<file path="config.mk">
export PLATFORM = sky130hd
export DESIGN_NAME = eprom_prog_engine
export DESIGN_NICKNAME = d
export VERILOG_FILES = /design/src/rtl/eprom_prog_engine.sv
export SDC_FILE = /design/constraint.sdc
export NUM_CORES = 1
export LEC_CHECK = 0
export ABC_AREA = 1
export CORE_MARGIN = 4
export CORE_UTILIZATION = 40
export DETAILED_ROUTE_END_ITERATION = 10
export GPL_TIMING_DRIVEN = 1
export PLACE_DENSITY = 0.58
export SYNTH_ARGS = -nofsm -noshare
export SYNTH_HDL_FRONTEND = slang
export SYNTH_SLANG_ARGS = --single-unit
</file>
<file path="constraint.sdc">
create_clock -name osc -period 14.3 [get_ports osc]
set_input_delay 1.43 -clock osc [delete_from_list [all_inputs] [get_ports osc]]
set_output_delay 1.43 -clock osc [all_outputs]
set_load 0.05 [all_outputs]
</file>
<file path="src/rtl/eprom_prog_engine.sv">
`default_nettype none
// ============================================================================
//  Module   : eprom_prog_engine
//  Purpose  : Parametrised EPROM programming sequencer. Runs fixed P-pulses,
//             closed-loop program/verify with retry limit and overprogram
//             pulse, and timed reads on a parallel-EPROM ZIF mapping.
//  Revision : 1.0  initial release
// ============================================================================
module eprom_prog_engine #(
    parameter int ADDR_W        = 13,
    parameter int DATA_W        = 8,
    parameter int CLK_PER_UNIT  = 2400,
    parameter int SETUP_CYC     = 24,
    parameter int MAX_RETRY     = 25,
    parameter int OVERPROG_MULT = 3
) (
    input  logic              osc,
    input  logic              rst,
    input  logic              cmd_start,
    input  logic [1:0]        cmd,
    input  logic [7:0]        pulselen,
    input  logic [ADDR_W-1:0] addr_in,
    input  logic [DATA_W-1:0] wdata,
    output logic              busy,
    output logic              done,
    output logic              fail,
    output logic [7:0]        retry_cnt,
    output logic [DATA_W-1:0] rdata,
    output logic [ADDR_W-1:0] dut_addr,
    output logic [DATA_W-1:0] dut_dout,
    output logic              dut_doe,
    input  logic [DATA_W-1:0] dut_din,
    output logic              dut_E,
    output logic              dut_G,
    output logic              dut_P
);

    localparam logic [1:0] CMD_NOP    = 2'd0;
    localparam logic [1:0] CMD_PPULSE = 2'd1;
    localparam logic [1:0] CMD_PV     = 2'd2;
    localparam logic [1:0] CMD_READ   = 2'd3;

    // Counter must cover the longest overprogram pulse.
    localparam int              OP_M    = (OVERPROG_MULT > 0) ? OVERPROG_MULT : 1;
    localparam longint unsigned MAX_CNT = 64'(255) * 64'(MAX_RETRY) * 64'(OP_M)
                                        * 64'(CLK_PER_UNIT) + 64'(SETUP_CYC);
    localparam int              CNT_W   = $clog2(MAX_CNT + 1);

    typedef enum logic [2:0] {
        S_IDLE     = 3'd0,
        S_SETUP    = 3'd1,
        S_PULSE    = 3'd2,
        S_RECOVER  = 3'd3,
        S_VSETUP   = 3'd4,
        S_OVERPROG = 3'd5,
        S_RSETUP   = 3'd6,
        S_DONE     = 3'd7
    } state_t;

    state_t            state_q;
    logic [1:0]        cmd_q;
    logic [7:0]        len_q;
    logic [DATA_W-1:0] data_q;
    logic [ADDR_W-1:0] addr_q;
    logic [CNT_W-1:0]  cnt_q;
    logic              op_pulse_q;
    logic              busy_q, done_q, fail_q;
    logic [7:0]        retry_q;
    logic [DATA_W-1:0] rdata_q;
    logic              doe_q, e_q, g_q, p_q;

    // Counter reload values (terminal count = load + 1 cycles).
    logic [CNT_W-1:0]  setup_ld, pulse_ld, op_ld;
    assign setup_ld = CNT_W'(SETUP_CYC - 1);
    assign pulse_ld = CNT_W'(len_q) * CNT_W'(CLK_PER_UNIT) - CNT_W'(1);
    assign op_ld    = CNT_W'(OP_M) * CNT_W'(retry_q) * CNT_W'(len_q)
                    * CNT_W'(CLK_PER_UNIT) - CNT_W'(1);

    // Sequencer: state, timing counter and all registered pin/status outputs.
    always_ff @(posedge osc) begin
        if (rst) begin
            state_q    <= S_IDLE;
            cmd_q      <= CMD_NOP;
            len_q      <= 8'd1;
            data_q     <= '0;
            addr_q     <= '0;
            cnt_q      <= '0;
            op_pulse_q <= 1'b0;
            busy_q     <= 1'b0;
            done_q     <= 1'b0;
            fail_q     <= 1'b0;
            retry_q    <= 8'd0;
            rdata_q    <= '0;
            doe_q      <= 1'b0;
            e_q        <= 1'b1;
            g_q        <= 1'b1;
            p_q        <= 1'b1;
        end else begin
            done_q <= 1'b0;
            case (state_q)
                S_IDLE: begin
                    if (cmd_start && cmd != CMD_NOP) begin
                        cmd_q  <= cmd;
                        addr_q <= addr_in;
                        data_q <= wdata;
                        len_q  <= (pulselen == 8'd0) ? 8'd1 : pulselen;
                        busy_q <= 1'b1;
                        e_q    <= 1'b0;
                        cnt_q  <= setup_ld;
                        if (cmd == CMD_READ) begin
                            g_q     <= 1'b0;
                            state_q <= S_RSETUP;
                        end else begin
                            doe_q   <= 1'b1;
                            state_q <= S_SETUP;
                            if (cmd == CMD_PV) begin
                                fail_q  <= 1'b0;
                                retry_q <= 8'd0;
                            end
                        end
                    end
                end
                S_SETUP: begin
                    // Re-entry from verify starts with the bus released for one cycle.
                    doe_q <= 1'b1;
                    if (cnt_q == '0) begin
                        p_q     <= 1'b0;
                        cnt_q   <= pulse_ld;
                        state_q <= S_PULSE;
                        if (cmd_q == CMD_PV) retry_q <= retry_q + 8'd1;
                    end else begin
                        cnt_q <= cnt_q - CNT_W'(1);
                    end
                end
                S_PULSE: begin
                    if (cnt_q == '0) begin
                        p_q     <= 1'b1;
                        cnt_q   <= setup_ld;
                        state_q <= S_RECOVER;
                        if (cmd_q == CMD_PV && SETUP_CYC == 1) doe_q <= 1'b0;
                    end else begin
                        cnt_q <= cnt_q - CNT_W'(1);
                    end
                end
                S_RECOVER: begin
                    if (cnt_q == '0) begin
                        if (cmd_q == CMD_PV) begin
                            doe_q   <= 1'b0;
                            g_q     <= 1'b0;
                            cnt_q   <= setup_ld;
                            state_q <= S_VSETUP;
                        end else begin
                            done_q  <= 1'b1;
                            e_q     <= 1'b1;
                            g_q     <= 1'b1;
                            doe_q   <= 1'b0;
                            state_q <= S_DONE;
                        end
                    end else begin
                        // Release data one cycle before the DUT turns the bus around.
                        if (cmd_q == CMD_PV && cnt_q == CNT_W'(1)) doe_q <= 1'b0;
                        cnt_q <= cnt_q - CNT_W'(1);
                    end
                end
                S_VSETUP: begin
                    if (cnt_q == '0) begin
                        rdata_q <= dut_din;
                        g_q     <= 1'b1;
                        cnt_q   <= setup_ld;
                        if (dut_din == data_q) begin
                            if (OVERPROG_MULT > 0) begin
                                op_pulse_q <= 1'b0;
                                state_q    <= S_OVERPROG;
                            end else begin
                                done_q  <= 1'b1;
                                e_q     <= 1'b1;
                                state_q <= S_DONE;
                            end
                        end else if (retry_q < 8'(MAX_RETRY)) begin
                            state_q <= S_SETUP;
                        end else begin
                            fail_q  <= 1'b1;
                            done_q  <= 1'b1;
                            e_q     <= 1'b1;
                            state_q <= S_DONE;
                        end
                    end else begin
                        cnt_q <= cnt_q - CNT_W'(1);
                    end
                end
                S_OVERPROG: begin
                    if (!op_pulse_q) begin
                        doe_q <= 1'b1;
                        if (cnt_q == '0) begin
                            p_q        <= 1'b0;
                            op_pulse_q <= 1'b1;
                            cnt_q      <= op_ld;
                        end else begin
                            cnt_q <= cnt_q - CNT_W'(1);
                        end
                    end else if (cnt_q == '0) begin
                        p_q     <= 1'b1;
                        done_q  <= 1'b1;
                        e_q     <= 1'b1;
                        g_q     <= 1'b1;
                        doe_q   <= 1'b0;
                        state_q <= S_DONE;
                    end else begin
                        cnt_q <= cnt_q - CNT_W'(1);
                    end
                end
                S_RSETUP: begin
                    if (cnt_q == '0) begin
                        rdata_q <= dut_din;
                        done_q  <= 1'b1;
                        e_q     <= 1'b1;
                        g_q     <= 1'b1;
                        state_q <= S_DONE;
                    end else begin
                        cnt_q <= cnt_q - CNT_W'(1);
                    end
                end
                S_DONE: begin
                    busy_q  <= 1'b0;
                    state_q <= S_IDLE;
                end
                default: state_q <= S_IDLE;
            endcase
        end
    end

    assign busy      = busy_q;
    assign done      = done_q;
    assign fail      = fail_q;
    assign retry_cnt = retry_q;
    assign rdata     = rdata_q;
    assign dut_addr  = addr_q;
    assign dut_dout  = data_q;
    assign dut_doe   = doe_q;
    assign dut_E     = e_q;
    assign dut_G     = g_q;
    assign dut_P     = p_q;

endmodule
`default_nettype wire

</file>
# ---- Word-level counts from Yosys, hierarchy flattened
# Cells that the tools add are included.
dict set report totals {
  elab_cells 154
  romBits 0
  ram_bits 0
  n_memories 0
  latch_bits 0
  reg_bits 84
  out_inout_bits 44
  in_bits 42
}
dict set report classes {
  mux 72
  n_reduce_logical 28
  div_mod_pow 0
  order_cmp 1
  eq_ne 29
  n_addsub 4
  bitwise_logic 0
  shifts 0
  n_mul 4
}
# operator count
set op_table {}
lappend op_table {{$mux W26} 8}
lappend op_table {{$pmux W26 S6} 1}
lappend op_table {{$sub A26 B1 Y26 const B} 2}
lappend op_table {{$mux W8} 6}
lappend op_table {{$mux W1} 36}
lappend op_table {{$mux W3} 10}
lappend op_table {{$ne A2 B2 Y1 const B} 14}
lappend op_table {{$eq A26 B1 Y1 const B} 1}
lappend op_table {{$logic_not A26 Y1} 1}
lappend op_table {{$pmux W3 S8} 1}
lappend op_table {{$mul A18 B7 Y21 const B} 1}
lappend op_table {{$sub A20 B1 Y21 const B} 1}
lappend op_table {{$mul A10 B8 Y18} 1}
lappend op_table {{$pmux W8 S2} 1}
lappend op_table {{$mul A8 B7 Y15 const B} 1}
lappend op_table {{$eq A3 B3 Y1 const B} 4}
lappend op_table {{$pmux W1 S4} 3}
lappend op_table {{$reduce_and A6 Y1} 2}
lappend op_table {{$mul A2 B8 Y10 const A} 1}
lappend op_table {{$reduce_and A5 Y1} 2}
lappend op_table {{$reduce_bool A2 Y1} 5}
lappend op_table {{$ne A3 B3 Y1 const B} 3}
lappend op_table {{$add A8 B1 Y8 const B} 1}
lappend op_table {{$eq A8 B8 Y1} 1}
lappend op_table {{20 further kinds} 31}

# ---- Logic depth before layout (Yosys ltp)
# Gate-level depths: netlist of run 1.
dict set report logic_depth {
  ltp_word 7
  ltp_mapped 55
  mapped_depth_nobuf 55
}

# ---- Least setup slack after synthesis of run 1
# OpenSTA, ideal clock, no wires.
dict set report synth_path {
  kind {reg2reg}
  start {reg retry_q[2] (netlist: retry_cnt[2])}
  end {reg cnt_q[25]}
  synth_period_minus_slack_ns 9.179
  arrival_ns 9.112
  n_path_buf 0
  slack_ns 5.121
  required_time_ns 14.233
  stages_incl_launch_ff 52
  cell_sequence {dfxtp_1 > inv_1 > ha_1 > inv_2 > nand3_1 > and2_1 > or2_1 > nand2_1 > a21oi_1 > inv_1 > a21oi_1 > o21bai_1 > xor2_1 > nor2_1 > fa_1 > fa_1 > fa_1 > inv_1 > [... 16 more ...] > fa_1 > inv_1 > ha_1 > a21oi_1 > nand2_1 > a21oi_1 > nand3_1 > nand2_1 > nand2_1 > nor2_1 > nand3_1 > nor2_1 > nand2_1 > nand3_1 > nand2_1 > nand2_1 > nand2_1 > a21oi_2}
}
dict set report synth_via {
  elab_chain_len 7
}
# element line_no
set synth_rtl {}
lappend synth_rtl {{start: declaration} 68} ;# logic [7:0] retry_q;
lappend synth_rtl {{start signal: assignment} 130} ;# if (cmd_q == CMD_PV) retry_q <= retry_q + 8'd1;
lappend synth_rtl {{$mul A2 B8 Y10} 76} ;# assign op_ld = CNT_W'(OP_M) * CNT_W'(retry_q) * CNT_W'(len_q)
lappend synth_rtl {{$mul A10 B8 Y18} 76}
lappend synth_rtl {{$mul A18 B7 Y21} 77} ;# * CNT_W'(CLK_PER_UNIT) - CNT_W'(1);
lappend synth_rtl {{$sub A26 B1 Y26} 77}
lappend synth_rtl {{$mux W26} 194} ;# if (cnt_q == '0) begin
lappend synth_rtl {{$mux W26} 192} ;# if (!op_pulse_q) begin
lappend synth_rtl {{$pmux W26 S6} 100} ;# case (state_q)
lappend synth_rtl {{end signal: assignment} 109} ;# cnt_q <= setup_ld;
lappend synth_rtl {{end signal: assignment} 197} ;# cnt_q <= op_ld;
lappend synth_rtl {{end signal: assignment} 199} ;# cnt_q <= cnt_q - CNT_W'(1);
lappend synth_rtl {{end: declaration} 65} ;# logic [CNT_W-1:0] cnt_q;
# No other way between the ends.
# A chain may end at the register's enable or synchronous reset.

# ---- Worst setup path after layout of run 1
dict set report layout_path {
  start {reg retry_q[0] (netlist: retry_cnt[0])}
  end {reg cnt_q[23]}
}
# Same word-level chain as after synthesis.

==> run_results.csv, run 1 <==
group,metric,value,unit
logic_synthesis,yosysUniqueCellTypes,58,
logic_synthesis,syn_area_per_cell,6.620,µm²
sta,rsz0062_at_grt,"no",
setup_path,worst_path_max_delay_cell,"fa_1",
drt,initialDrtViolationCount,601,
grt,antenna_found_initial,0,
sta,tns,0,ns
cells_and_area,area_growth,12.83,%
cells_and_area,nets,2175,
floorplan,placementRows,63,
sta,fin_skew,0.01195,ns
grt,grt_max_degree,43,
drt,vias,11290,
sta,slew_violations,0,
setup_path,crit_path_start_kind,"flop",
setup_path,endpoint_kind,"flop",
floorplan,ios,86,
clocking,holdBufCountCts,0,
drt,wirelength,31.99,mm
logic_synthesis,synth_cells,1829,
logic_synthesis,synth_nets,2103,
drt,drc,0,
logic_synthesis,async_flop_share,0,
logic_synthesis,ys_seq_area_frac,0.1389,
place,portBuffers,85,
setup_path,cp.required,14.53,ns
setup_path,cpPeakStageDelay,0.56,ns
grt,track_usage,0.1963,
floorplan,dieArea,0.03312,mm²
pwr,p_leak,0.007517,µW
sta,max_clock_freq,101.1,MHz
grt,grt_pass1_vias,11030,
sta,holdWs,0.4657,ns
cells_and_area,instances_no_fill,2296,
grt,grt_pass1_wl,54.31,mm
sta,setup_violations,0,
cells_and_area,antenna_cells,0,
clocking,path_clk_slew,0.07,ns
clocking,cts_max_path_buffers,2,
drt,ant_nets,0,
sta,slew_headroom,0.1819,
clocking,cts-root-buf,"clkbuf_16",
clocking,numClockSinks,84,
drt,dr.pass1.iters,6,
grt,grt_overflow,0,
clocking,clk-insertion-delay-late,0.36,ns
sta,timing_hold_violations_final,0,
place,dp.cells,2280,
logic_synthesis,synth-main-ff-cell,"dfxtp_1",
floorplan,die_h,182.0,µm
floorplan,core,0.02972,mm²
clocking,cts_made_buffers,9,
sta,fin_crit_sh,0.6920,
drt,wl_per_cell,13.93,µm
logic_synthesis,synth_edf_count,0,
cells_and_area,final_util,0.4597,
setup_path,path_max_fanout,11,
sta,period_needed,9.895,ns
sta,max_slew.worst_pin.slew,1.218,ns
pwr,peakVddDrop,0.1099,mV
clocking,tritoncts,"built",
logic_synthesis,yosysWarnings,0,
clocking,htreeDepth,3,
outcome,status,"complete, no violations",
clocking,cts_setup_buffers,0,
pwr,power.density,153.9,mW/mm²
floorplan,die_x,182.0,µm
floorplan,initial_core_util,0.4074,
setup_path,crit_type,"reg2reg",
logic_synthesis,synth_area,0.01211,mm²
cells_and_area,drive_gt1_frac,0.04565,
place,dp.final_hpwl,26.59,mm
job,maxCapViolations,0,
place,gp_congestion,0.8893,
hold_path,hold_path_class,"reg2reg",
setup_path,crit_arrival,10.13,ns
clocking,cts-resized-gates,0,
setup_path,cp_common_cell,"nand2_1",
drt,viasPerCell,4.917,
logic_synthesis,ys_ff_latch,84,
per-stage QoR:
| step | worst slack, ns | area, µm² | total power [µW] |
|---|---|---|---|
| 2_1_floorplan | 5.121 | 12110 | 1493 |
| 3_5_place_dp | 4.453 | 13360 | 1858 |
| 6_report | 4.405 | 13660 | 2103 |
| 4_1_cts | 4.409 | 13660 | 2115 |
| 5_1_grt | 3.615 | 13660 | 2339 |
| 3_3_place_gp | 4.509 | 13360 | 1851 |
worst paths after layout:
check / slack [ns] / cells after the start / endpoint / start
worst max-delay path: 4.41 / 45 / cnt_q[23] / retry_cnt[0]
worst min-delay path: 0.47 / 2 / busy / busy
worst max register to register: 4.41 / 45 / cnt_q[23] / retry_cnt[0]
worst min register to register: 0.47 / 2 / busy / busy
cells by family after synthesis:
| kind of cell | count (synthesis) | share of synthesized area |
|---|---|---|
| and+or+nand+nor | 818 | 0.2903 |
| buffers and inverters | 423 | 0.1325 |
| adders and majority gates | 232 | 0.2912 |
| AOI/OAI and AO/OA | 212 | 0.1007 |
| DFF | 84 | 0.1389 |
| xor gates and xnor gates | 60 | 0.04650 |
critical path: cells and delay by family (launching register included):
| kind | cells | cell delay (ns) |
|---|---|---|
| flip-flops | 1 | 0.45 |
| AND/OR/NAND/NOR | 20 | 2.17 |
| AO/OA/AOI/OAI | 6 | 0.90 |
| buffers and inverters | 5 | 0.33 |
| XOR/XNOR | 2 | 0.67 |
| adder cells (fa/ha/maj) | 12 | 5.19 |
cell usage after synthesis, types with 10 or more instances:
| master | count | share of area |
|---|---|---|
| nand4_1 | 17 | 0.0088 |
| nand2_1 | 387 | 0.12 |
| nand3b_1 | 14 | 0.0087 |
| nor3_1 | 24 | 0.0099 |
| xnor2_1 | 19 | 0.014 |
| o21ai_0 | 61 | 0.025 |
| clkbuf_1 | 21 | 0.0065 |
| a21oi_1 | 88 | 0.036 |
| o211ai_1 | 10 | 0.0062 |
| inv_2 | 18 | 0.0056 |
| dfxtp_1 | 84 | 0.14 |
| inv_1 | 374 | 0.12 |
| fa_1 | 83 | 0.14 |
| xor2_1 | 37 | 0.027 |
| nand3_1 | 86 | 0.036 |
| ha_1 | 149 | 0.15 |
| nor2_1 | 235 | 0.073 |
per-layer routing:
| layer | vias to the layer above | GRT usage | share of wire |
|---|---|---|---|
| li1 | 5858 | - | - |
| met1 | 5208 | 0.2795 | 0.49 |
| met2 | 203 | 0.3183 | 0.45 |
| met3 | 20 | 0.03125 | 0.046 |
| met4 | 0 | 0.03542 | 0.0094 |
| met5 | - | 0 | 0 |
layout by cell type (no fill, tap or decap), types with 17 or more instances in the layout:
cell type,Yosys,routed
a21oi_1,88,88
clkdlybuf4s50_1,0,85
dfxtp_1,84,84
fa_1,83,83
ha_1,149,149
inv_1,374,374
inv_2,18,18
nand2_1,387,387
nand3_1,86,86
nand4_1,17,17
nor2_1,235,235
nor3_1,24,24
o21ai_0,61,61
xnor2_1,19,19
xor2_1,37,37
sequential cells by signal (all words and copies together) (netlist names):
name and cells:
op_pulse_q 1, busy 1, dut_G 1, dut_addr 13, len_q 8, state_q 3
dut_doe 1, dut_E 1, done 1, dut_P 1, retry_cnt 8, cnt_q 26
dut_dout 8, fail 1, rdata 8, cmd_q 2
layout make-up:
class	instances	area, µm²
Clock buffer	9	225.2
Clock inverter	7	73.82
Fill cell	3110	16060
Inverter	393	1475
Multi-Input combinational cell	1322	8822
Sequential cell	84	1682
Tap cell	390	488.0
Timing Repair Buffer	91	895.9
power by group:
part / switching, µW / internal (µW)
logic: 986 / 506
clock network: 117 / 124
registers: 76.1 / 294
total: 1180 / 925
Power figures use the tool's default switching activity.
==> run 2: changes to the inputs <==
==> constraint.sdc (replaced) <==
create_clock -name osc -period 9.6 [get_ports osc]
set_input_delay 0.96 -clock osc [delete_from_list [all_inputs] [get_ports osc]]
set_output_delay 0.96 -clock osc [all_outputs]
set_load 0.05 [all_outputs]
==> run_results.csv, run 2 (synthesis gave the netlist of run 1 again) <==
group,metric,value,unit
clocking,path_clk_slew,0.07,ns
hold_path,hold_start,"busy",
setup_path,crit_path_start_kind,"flop",
setup_path,r2r_start,"retry_cnt[2]",
drt,wirelength,32.96,mm
drt,drc,0,
clocking,numClockSinks,84,
place,portBuffers,85,
sta,fin_crit_sh,0.9416,
place,post-place-ws,-0.06964,ns
floorplan,die_h,182.0,µm
drt,wl_per_cell,14.23,µm
drt,ant_nets,0,
floorplan,placementRows,63,
sta,fin_skew,0.01011,ns
cells_and_area,nets,2195,
sta,slew_headroom,0.2209,
sta,rsz0062_at_grt,"yes",
sta,timing_hold_violations_final,0,
clocking,tritoncts,"built",
cells_and_area,regMostFlops,"cnt_q",
pwr,power.density,224.6,mW/mm²
place,dp.final_hpwl,26.88,mm
setup_path,cp_common_cell,"inv_1",
place,gp_congestion,0.8918,
floorplan,dieArea,0.03312,mm²
cells_and_area,instances_no_fill,2316,
sta,max_slew.worst_pin.slew,1.160,ns
pwr,peakVddDrop,0.1350,mV
sta,setup_violations,0,
grt,track_usage,0.1987,
clocking,cts-root-buf,"clkbuf_16",
setup_path,cpPeakStageDelay,0.54,ns
cells_and_area,n_fill_cell,3038,
grt,grt_overflow,0,
setup_path,crit_type,"reg2reg",
drt,initialDrtViolationCount,623,
grt,grt_pass1_wl,55.17,mm
place,dp.cells,2292,
sta,worst_slack,0.5605,ns
outcome,status,"complete, no violations",
cells_and_area,layout_commonest_cell,"nand2_1",
drt,vias,11460,
pwr,p_leak,0.007648,µW
floorplan,initial_core_util,0.4074,
clocking,cts_made_buffers,9,
setup_path,endpoint_kind,"flop",
grt,grt_max_degree,43,
setup_path,cp.required,9.83,ns
hold_path,hold_path_class,"reg2reg",
clocking,cts_max_path_buffers,2,
floorplan,ios,86,
clocking,htreeDepth,3,
clocking,clk-insertion-delay-late,0.36,ns
cells_and_area,antenna_cells,0,
setup_path,path_max_fanout,5,
grt,grt_pass1_vias,11290,
cells_and_area,area_growth,17.18,%
setup_path,worst_path_max_delay_cell,"fa_1",
sta,max_clock_freq,110.6,MHz
sta,slew_violations,0,
sta,period_needed,9.039,ns
cells_and_area,largest_reg_flops,26,
setup_path,crit_start,"retry_cnt[2]",
drt,dr.pass1.iters,6,
floorplan,core,0.02972,mm²
setup_path,crit_arrival,9.27,ns
cells_and_area,drive_gt1_frac,0.08982,
job,maxCapViolations,0,
drt,viasPerCell,4.947,
cells_and_area,final_cell_mix,"nand2_1, inv_1, nor2_1",
floorplan,die_x,182.0,µm
grt,antenna_found_initial,0,
-- run 2: worst max-delay path, delay by kind of cell, from the launching register on --
| kind | cells | cell delay [ns] |
|---|---|---|
| xor gates and xnor gates | 2 | 0.52 |
| DFF | 1 | 0.38 |
| buffers and inverters | 9 | 0.64 |
| adders and majority gates | 11 | 4.51 |
| and+or+nand+nor | 17 | 1.94 |
| AOI/OAI and AO/OA | 8 | 0.91 |
-- run 2: layout make-up --
cell class | count | area [µm²] | share of cell area
clock inverters | 7 | 76.32 | 0.005380
multi-input cells | 1322 | 9190 | 0.6478
repair buffers | 111 | 1046 | 0.07373
well taps | 390 | 488.0 | 0.03439
clock buffers | 9 | 225.2 | 0.01587
flip-flops and latches | 84 | 1687 | 0.1189
inverters | 393 | 1475 | 0.1040
-- run 2: stage by stage --
| stage | instance area, µm² | power (µW) | hold WS [ns] | util | TNS [ns] |
|---|---|---|---|---|---|
| global placement | 13450 | 2771 | 0.4539 | 0.4527 | 0 |
| CTS | 13760 | 3171 | 0.4885 | 0.4631 | 0 |
| floorplan | 12110 | 2224 | 0.4558 | - | 0 |
| finish | 14190 | 3187 | 0.4801 | 0.4774 | 0 |
| detailed placement | 13450 | 2792 | 0.4740 | 0.4527 | -0.1093 |
| global route | 14190 | 3512 | 0.5066 | 0.4774 | -0.1777 |
-- run 2: power breakdown --
group	total (µW)	switching, µW	internal (µW)
Combinational	2280	1510	771
Clock	361	176	185
Sequential	544	106	438
Total	3190	1790	1390
-- run 2: what timing repair did --
| action | in CTS | in global routing |
|---|---|---|
| hold buffers | 0 | 0 |
| setup endpoints to repair | 2 | 10 |
| cloned | 0 | 0 |
| gates resized for setup | 2 | 76 |
| setup buffers | 0 | 8 |
| pin swaps | 0 | 17 |
-- run 2: worst paths after layout --
path | endpoint | slack, ns | cells past startpoint
worst max-delay path | cnt_q[23] | 0.56 | 47
worst min-delay path | busy | 0.48 | 2
worst max register to register | cnt_q[23] | 0.56 | 47
worst min register to register | busy | 0.48 | 2
-- run 2: per-layer routing --
layer / wire length (µm) / vias to the layer above / global-route usage / share of wire
met3: 1604 / 33 / 0.03005 / 0.049
met4: 619 / 0 / 0.04743 / 0.019
met5: 0 / - / 0 / 0
met2: 15110 / 243 / 0.3239 / 0.46
met1: 15620 / 5287 / 0.2776 / 0.47
li1: - / 5894 / - / -
==> run 3: changes to the inputs <==
--- a/config.mk
+++ b/config.mk
@@ -9,6 +9,7 @@
 export CORE_MARGIN = 4
 export CORE_UTILIZATION = 40
 export DETAILED_ROUTE_END_ITERATION = 10
+export GPL_ROUTABILITY_DRIVEN = 1
 export GPL_TIMING_DRIVEN = 1
 export PLACE_DENSITY = 0.58
 export SYNTH_ARGS = -nofsm -noshare
==> results of run 3 <==
The final DEF is identical to that of run 2; final timing and power are the same.
